$ cat config.mk
export PLATFORM = sky130hd
export DESIGN_NAME = accum_core_mc_flat
export DESIGN_NICKNAME = d
export VERILOG_FILES = /design/src/rtl/accum_core_mc_if.sv /design/src/rtl/accum_core_mc.sv /design/src/flat_wrapper.sv
export SDC_FILE = /design/constraint.sdc
export NUM_CORES = 1
export LEC_CHECK = 0
export ABC_AREA = 1
export BUFFER_PORTS_ARGS = -buffer_cell sky130_fd_sc_hd__buf_2
export CORE_ASPECT_RATIO = 0.6
export CORE_MARGIN = 10
export CORE_UTILIZATION = 45
export CTS_CLUSTER_SIZE = 24
export DETAILED_ROUTE_END_ITERATION = 6
export PLACE_DENSITY = 0.71
export SLEW_MARGIN = 20
export SYNTH_ARGS = -nofsm -noshare
export SYNTH_HDL_FRONTEND = slang
export SYNTH_SLANG_ARGS = --single-unit
$ cat constraint.sdc
create_clock -name clk -period 6.4 [get_ports clk]
set_input_delay 0.64 -clock clk [delete_from_list [all_inputs] [get_ports clk]]
set_output_delay 0.64 -clock clk [all_outputs]
set_load 0.01 [all_outputs]
$ cat src/rtl/accum_core_mc_if.sv
// Data-memory request/acknowledge bus between the accumulator core (master)
// and a memory that may insert wait states (slave).
interface accum_core_mc_if #(
    parameter int DW = 8
);
    logic          dmem_req;
    logic          dmem_we;
    logic [DW-1:0] dmem_addr;
    logic [DW-1:0] dmem_wdata;
    logic [DW-1:0] dmem_rdata;
    logic          dmem_ack;

    modport master (
        output dmem_req, dmem_we, dmem_addr, dmem_wdata,
        input  dmem_rdata, dmem_ack
    );

    modport slave (
        input  dmem_req, dmem_we, dmem_addr, dmem_wdata,
        output dmem_rdata, dmem_ack
    );
endinterface

$ cat src/rtl/accum_core_mc.sv
// Multi-cycle 9-bit-ISA accumulator core: FETCH/EXEC/MEM/HALT sequencer,
// PC-relative branches, req/ack data memory and a retired-instruction counter.
module accum_core_mc #(
    parameter int DW   = 8,
    parameter int D    = 12,
    parameter int NREG = 16,
    parameter int CW   = 16
) (
    input  logic          clk,
    input  logic          start_n,
    output logic [D-1:0]  imem_addr,
    input  logic [8:0]    imem_data,
    accum_core_mc_if.master dmem,
    output logic          done,
    output logic          flag,
    output logic [CW-1:0] retired
);
    typedef enum logic [1:0] {S_FETCH, S_EXEC, S_MEM, S_HALT} state_t;

    localparam logic [3:0] OP_ADD  = 4'd0,  OP_SUB  = 4'd1,  OP_AND  = 4'd2,  OP_OR   = 4'd3;
    localparam logic [3:0] OP_XOR  = 4'd4,  OP_LSL  = 4'd5,  OP_LSR  = 4'd6,  OP_ADDI = 4'd7;
    localparam logic [3:0] OP_MOVF = 4'd8,  OP_MOVT = 4'd9,  OP_LD   = 4'd10, OP_ST   = 4'd11;
    localparam logic [3:0] OP_BF   = 4'd12, OP_JMP  = 4'd13, OP_CMP  = 4'd14, OP_HALT = 4'd15;

    state_t              state, state_nx;
    logic [D-1:0]        pc;
    logic [8:0]          ir;
    logic [DW-1:0]       regs [16];

    logic [3:0]          op, opr;
    logic [4:0]          imm;
    logic signed [4:0]   imm_s;
    logic signed [D-1:0] simm;
    logic                is_mem, opr_ok, commit;
    logic [DW-1:0]       r0, rr;

    logic                r0_we, rr_we, flag_we, flag_nx;
    logic [DW-1:0]       r0_nx, res;
    logic [DW:0]         sum;
    logic [D-1:0]        pc_nx;

    assign op        = ir[8:5];
    assign opr       = ir[4:1];
    assign imm       = ir[4:0];
    assign imm_s     = signed'(imm);
    assign simm      = D'(imm_s);
    assign is_mem    = (op == OP_LD) || (op == OP_ST);
    // Register indices beyond NREG behave as a hard-wired zero register.
    assign opr_ok    = (int'(opr) < NREG);
    assign r0        = regs[0];
    assign rr        = opr_ok ? regs[opr] : '0;
    assign imem_addr = pc;
    assign commit    = (state == S_EXEC && !is_mem) || (dmem.dmem_req && dmem.dmem_ack);

    always_comb begin
        r0_we   = 1'b0;
        r0_nx   = r0;
        rr_we   = 1'b0;
        flag_we = 1'b0;
        flag_nx = flag;
        sum     = '0;
        res     = '0;
        pc_nx   = pc + D'(1);
        case (op)
            OP_ADD:  begin sum = {1'b0, r0} + {1'b0, rr}; r0_we = 1'b1; r0_nx = sum[DW-1:0];
                           flag_we = 1'b1; flag_nx = sum[DW]; end
            OP_SUB:  begin r0_we = 1'b1; r0_nx = r0 - rr; flag_we = 1'b1; flag_nx = (r0 < rr); end
            OP_AND:  begin res = r0 & rr; r0_we = 1'b1; r0_nx = res; flag_we = 1'b1; flag_nx = (res == '0); end
            OP_OR:   begin res = r0 | rr; r0_we = 1'b1; r0_nx = res; flag_we = 1'b1; flag_nx = (res == '0); end
            OP_XOR:  begin res = r0 ^ rr; r0_we = 1'b1; r0_nx = res; flag_we = 1'b1; flag_nx = (res == '0); end
            OP_LSL:  begin r0_we = 1'b1; r0_nx = r0 << 1; flag_we = 1'b1; flag_nx = r0[DW-1]; end
            OP_LSR:  begin r0_we = 1'b1; r0_nx = r0 >> 1; flag_we = 1'b1; flag_nx = r0[0]; end
            OP_ADDI: begin sum = {1'b0, r0} + (DW+1)'(imm); r0_we = 1'b1; r0_nx = sum[DW-1:0];
                           flag_we = 1'b1; flag_nx = sum[DW]; end
            OP_MOVF: rr_we = opr_ok;
            OP_MOVT: begin r0_we = 1'b1; r0_nx = rr; end
            OP_LD:   begin r0_we = 1'b1; r0_nx = dmem.dmem_rdata; end
            OP_BF:   if (flag) pc_nx = pc + simm;
            OP_JMP:  pc_nx = pc + simm;
            OP_CMP:  begin flag_we = 1'b1; flag_nx = (r0 < rr); end
            OP_HALT: pc_nx = pc;
            default: ;
        endcase
    end

    always_ff @(posedge clk) begin
        if (!start_n) state <= S_FETCH;
        else          state <= state_nx;
    end

    always_comb begin
        state_nx = state;
        case (state)
            S_FETCH: state_nx = S_EXEC;
            S_EXEC: begin
                if (op == OP_HALT)      state_nx = S_HALT;
                else if (!is_mem)       state_nx = S_FETCH;
                else if (dmem.dmem_ack) state_nx = S_FETCH;
                else                    state_nx = S_MEM;
            end
            S_MEM:   if (dmem.dmem_ack) state_nx = S_FETCH;
            S_HALT:  state_nx = S_HALT;
            default: state_nx = S_FETCH;
        endcase
    end

    // Address and data come straight from the register file, which cannot
    // change while an access is outstanding, so they stay stable in MEM.
    always_comb begin
        dmem.dmem_req   = (state == S_EXEC && is_mem) || (state == S_MEM);
        dmem.dmem_we    = (op == OP_ST);
        dmem.dmem_addr  = rr;
        dmem.dmem_wdata = r0;
        done            = (state == S_HALT);
    end

    always_ff @(posedge clk) begin
        if (!start_n) begin
            pc      <= '0;
            ir      <= '0;
            flag    <= 1'b0;
            retired <= '0;
            for (int i = 0; i < 16; i++) regs[i] <= '0;
        end else begin
            if (state == S_FETCH) ir <= imem_data;
            if (commit) begin
                pc      <= pc_nx;
                retired <= retired + CW'(1);
                if (r0_we)   regs[0]   <= r0_nx;
                if (rr_we)   regs[opr] <= r0;
                if (flag_we) flag      <= flag_nx;
            end
        end
    end
endmodule
$ cat src/flat_wrapper.sv
// flat-port wrapper written by rule: the top's interface ports become plain ports
module accum_core_mc_flat 
#(
    parameter int DW   = 8,
    parameter int D    = 12,
    parameter int NREG = 16,
    parameter int CW   = 16
)
  (clk, start_n, imem_addr, imem_data, done, flag, retired, dmem_dmem_req, dmem_dmem_we, dmem_dmem_addr, dmem_dmem_wdata, dmem_dmem_rdata, dmem_dmem_ack);
  accum_core_mc_if #(.DW(DW)) dmem_i ();
  input  logic clk;
  input  logic start_n;
  output logic [D-1:0] imem_addr;
  input  logic [8:0] imem_data;
  output logic done;
  output logic flag;
  output logic [CW-1:0] retired;
  output wire logic [$bits(dmem_i.dmem_req)-1:0] dmem_dmem_req;
  output wire logic [$bits(dmem_i.dmem_we)-1:0] dmem_dmem_we;
  output wire logic [$bits(dmem_i.dmem_addr)-1:0] dmem_dmem_addr;
  output wire logic [$bits(dmem_i.dmem_wdata)-1:0] dmem_dmem_wdata;
  input wire logic [$bits(dmem_i.dmem_rdata)-1:0] dmem_dmem_rdata;
  input wire logic [$bits(dmem_i.dmem_ack)-1:0] dmem_dmem_ack;
  assign dmem_dmem_req = dmem_i.dmem_req;
  assign dmem_dmem_we = dmem_i.dmem_we;
  assign dmem_dmem_addr = dmem_i.dmem_addr;
  assign dmem_dmem_wdata = dmem_i.dmem_wdata;
  assign dmem_i.dmem_rdata = dmem_dmem_rdata;
  assign dmem_i.dmem_ack = dmem_dmem_ack;
  accum_core_mc #(.DW(DW), .D(D), .NREG(NREG), .CW(CW)) u_core (.clk(clk), .start_n(start_n), .imem_addr(imem_addr), .imem_data(imem_data), .dmem(dmem_i), .done(done), .flag(flag), .retired(retired));
endmodule
-- After elaboration in Yosys (flattened, before gate mapping)
Memories as Yosys holds them, arrays and structs flattened. A register that Yosys moved wholly into a read port is not among the register bits.
Index checks and enable logic that the tools add are counted.
- $add $sub $neg: 6
- order comparisons: 1
- eq/ne operators: 19
- multiplexer cells: 27
- bitwise gates (word level): 5
- reductions and logical operators: 19
- operator list (kind ; count):
    8-bit case mux with 10 select lines ; 1
    12-bit case mux with 3 select lines ; 1
    4-bit == test, second input constant ; 8
    8-bit logical NOT ; 3
    16-bit by 1-bit adder with 16-bit output, second input constant ; 1
    4-bit by 3-bit == test with 1-bit output, second input constant ; 4
    8-bit 2-to-1 mux ; 2
    1-bit 2-to-1 mux ; 13
    12-bit by 1-bit adder with 12-bit output, second input constant ; 1
    12-bit adder ; 1
    12-bit 2-to-1 mux ; 1
    4-bit 2-to-1 mux ; 3
    10-bit OR reduction ; 1
    8-bit by 5-bit adder with 9-bit output ; 1
    8-bit by 8-bit adder with 9-bit output ; 1
    9-bit OR reduction ; 1
    8-bit bitwise AND ; 1
    4-bit by 2-bit == test with 1-bit output, second input constant ; 2
    8-bit < comparator ; 1
    2-bit 2-to-1 mux ; 4
    8-bit OR ; 1
    1-bit case mux with 8 select lines ; 1
    2-bit case mux with 4 select lines ; 1
    8-bit nonzero test ; 1
    other kinds (17) ; 22
- flip-flop bits (word level): 40
- bits in writable memories: 128
- output and inout port bits: 48
- logic and storage cells: 83
- memories: 1
- memory list (name ; depth ; width ; rd ports ; clocked after memory_dff ; wr ports ; RTL line ; source):
    u_core.regs ; 16 ; 8 ; 2 ; 1 ; 16 ; accum_core_mc.sv:28 ; logic [DW-1:0] regs [16];

-- Depth between registers and ports, before layout
- depth after elaboration: 11
- mapped depth: 23

-- Worst setup path after synthesis
OpenSTA, ideal clock, no wires.
- path kind: register -> register
- start: register (tool-made name)
- end: memory u_core.regs[0][4], data pin
- library setup time: 0.259 ns
- arrival: 2.614 ns
- required time: 6.141 ns
- path slack: 3.527 ns
- stages on the path, launching flop included: 16
- clock period less this slack: 2.873 ns
- cells stage by stage: dfxtp_1 clkbuf_1 inv_1 clkbuf_1 nand2_1 o211ai_1 o21ai_0 o211ai_1 nand2_1 ha_1 fa_1 a21oi_1 o21ai_0 xor2_1 o21ai_0 a21oi_1
- RTL lines (item ; RTL line):
    to (decl) ; accum_core_mc.sv:28

==> flow_metrics.tcl <==
set metrics [dict create \
    port_buffers 67 \
    drt_wl_total_um 32900 \
    place_area_um2 10700 \
    grt_first_pass_wirelength_um 50300 \
    required_ps 6610 \
    rrSetupSlack_ps 2570 \
    netlist_area_um2 10100 \
    die_h_um 136 \
    drtIter0Drc 1083 \
    overflow 0 \
    ant_nets 0 \
    yosys_warnings 0 \
    synth_top_area_cell "edfxtp_1" \
    hold_buffers 0 \
    finClkSkew_ps 9.72 \
    synth_cell_types 44 \
    clk-insertion-delay-late_ps 450 \
    holdCritPathClass "in2reg" \
    syn_to_final_growth_pct 11.9 \
    drcViolationCount 5 \
    antenna_found_initial 1 \
    vias_per_cell 5.83 \
    die_area_um2 29100 \
    wl_per_cell_um 20.6 \
    clock-root-buffer "clkbuf_16" \
    drive_gt1_share_pct 10.9 \
    num_vias 9321 \
    post_cts_buffers 0 \
    power.static_leakage_nw 4.66 \
    rsz0062_at_grt "no" \
    initial_core_util_pct 45.9 \
    htree_levels 4 \
    crit_type "reg2reg" \
    path_clk_slew_ps 70 \
    hold_viol 0 \
    final_area_um2 11300 \
    place_ws_ps 2750 \
    yosys-top-cells-area "edfxtp_1, nor2_1, dfxtp_1" \
    final_cell_mix "nor2_1, nand2_1, edfxtp_1" \
    ys_async_sr_fraction_pct 0 \
    crit_path_start_kind "register" \
    first_global_vias 8622 \
    slew_headroom_pct 28.4 \
    place.gp.congestion 0.985 \
    max_stage_delay_ps 460 \
    post_cts_resized 0 \
    status "finished with violations" \
    r2r_end "u_core.regs[0][5]" \
    synth_edf_count 128 \
    synth.avg_cell_area_um2 8.13 \
    endpoint_kind "register" \
    hold_depth 3 \
    grt_max_degree 68 \
    synth_top_area_share_pct 38.0 \
    slowest_stage "inv_1" \
    die_x_um 214 \
    report.final.slew_viol_count 0 \
    tritoncts "done" \
    period_needed_ps 3830 \
    syn_inst 1246 \
    n_fill_cell 2126 \
    min_to "u_core.ir[0]" \
    max_cap_viol_count 0 \
    tightestPinTransition_ps 1070 \
    finalCritPeriodShare_pct 59.9 \
    cts_buffer_depth 2 \
    hp-start "imem_data[0]" \
    ys_ff_latch 172 \
    syn-num-nets 1315 \
    fp-row-count 42 \
    grt_use_total_pct 22.7 \
    reg2regPathDepth 16 \
    numClockSinks 172 \
    cp_cell_sequence "buf_4, inv_1, o21ai_0, o22ai_1, o211ai_1, nand2_1, inv_1, ha_1, nor2_1, nand3_1, o21ai_0, a21oi_1, o21ai_0, nand4_1, nand2_1, inv_1" \
    powerDensity_nw_per_um2 268 \
    dp_hpwl_um 23700 \
    hold-worst-slack_ps 437 \
    ios 68 \
    max_freq_mhz 261 \
    violations "DRC" \
    core_um2 22100 \
    critical_path.max_fanout 41 \
    multi_input_area_um2 4730 \
    setup_viol 0 \
    fin_setup_tns_ps 0 \
    arrival_ps 4040 \
    ys_seq_area_share_pct 46.7 \
    firstDrtPassIters 7 \
    ff_latch_area_um2 4730 \
    layout_setup_ws_ps 2570 \
    cts_buffers 17 \
    finalNetCount 1369 \
    ir_drop_uv 188 \
    ys.flop_type "edfxtp_1" \
    mostFrequentLayoutCell "nor2_1" \
]
==> area by class of cell <==
class	count	share of cell area (%)
Inverter	132	4.37
Antenna cell	1	0.0221
Clock buffer	17	3.75
Clock inverter	15	1.47
Timing Repair Buffer	80	3.82
Multi-Input combinational cell	897	41.7
Tap cell	286	3.16
Sequential cell	172	41.7
==> layer usage <==
layer	global-route usage (%)	part of all wire, %	vias up
li1	-	-	4374
met1	33.1	46	4354
met2	29.8	39	553
met3	8.87	14	40
met4	6.19	1.7	0
met5	0	0	-
==> power breakdown <==
part	total (mW)	leakage [nW]	internal [mW]	switching, mW
Sequential	1.30	1.69	1.24	0.0544
Clock	1.07	0.287	0.582	0.490
Combinational	0.674	2.69	0.199	0.475
==> worst max-delay path by stage <==
stage / to / startpoint
after floorplan: u_core.regs[0][4] / register
after detailed placement: u_core.regs[0][5] / register
final: u_core.regs[0][5] / register
after global routing: u_core.regs[0][5] / register
after CTS: u_core.regs[0][5] / register
after global placement: u_core.regs[0][6] / register
==> cell usage after synthesis (all sizes together) (5+ instances only) <==
library cell,n
nor2,253
dfxtp,44
clkinv,7
o221ai,12
nand4,19
inv,125
nor4,5
o211ai,21
nor3,26
nand2,188
a31oi,5
nand3,72
ha,45
buf,8
o22ai,15
clkbuf,37
a21oi,68
edfxtp,128
xor2,8
o21bai,5
o21ai,128
==> registers in the layout, summed over array words and instances (netlist names), named ones only <==
signal / count
u_core.flag: 1
u_core.imem_addr: 12
u_core.ir: 9
u_core.regs: 128
u_core.retired: 16
u_core.state: 2
==> per-stage QoR <==
step                std cells  total power [mW]  util [%]
floorplan                1246              1.74         -
global placement         1567              1.97      48.7
detailed placement       1567              1.97      48.7
CTS                      1599              3.03      51.3
global route             1599              3.16      51.3
finish                   1600              3.04      51.4
==> worst max-delay path: cells and delay by family, from the launching register on <==
kind	cells	cell delay (ps)
flip-flops	1	310
buffers and inverters	4	1030
adder cells (fa/ha/maj)	1	290
AO/OA/AOI/OAI	6	1230
AND/OR/NAND/NOR	5	720
==> cells by family after synthesis <==
group / synth area share (%)
xor+xnor: 0.865
buf+inv: 6.64
fa+ha+maj: 6.35
compound gates: 15.1
simple gates: 24.4
flops: 46.7
(Power assumes the default switching activity.)
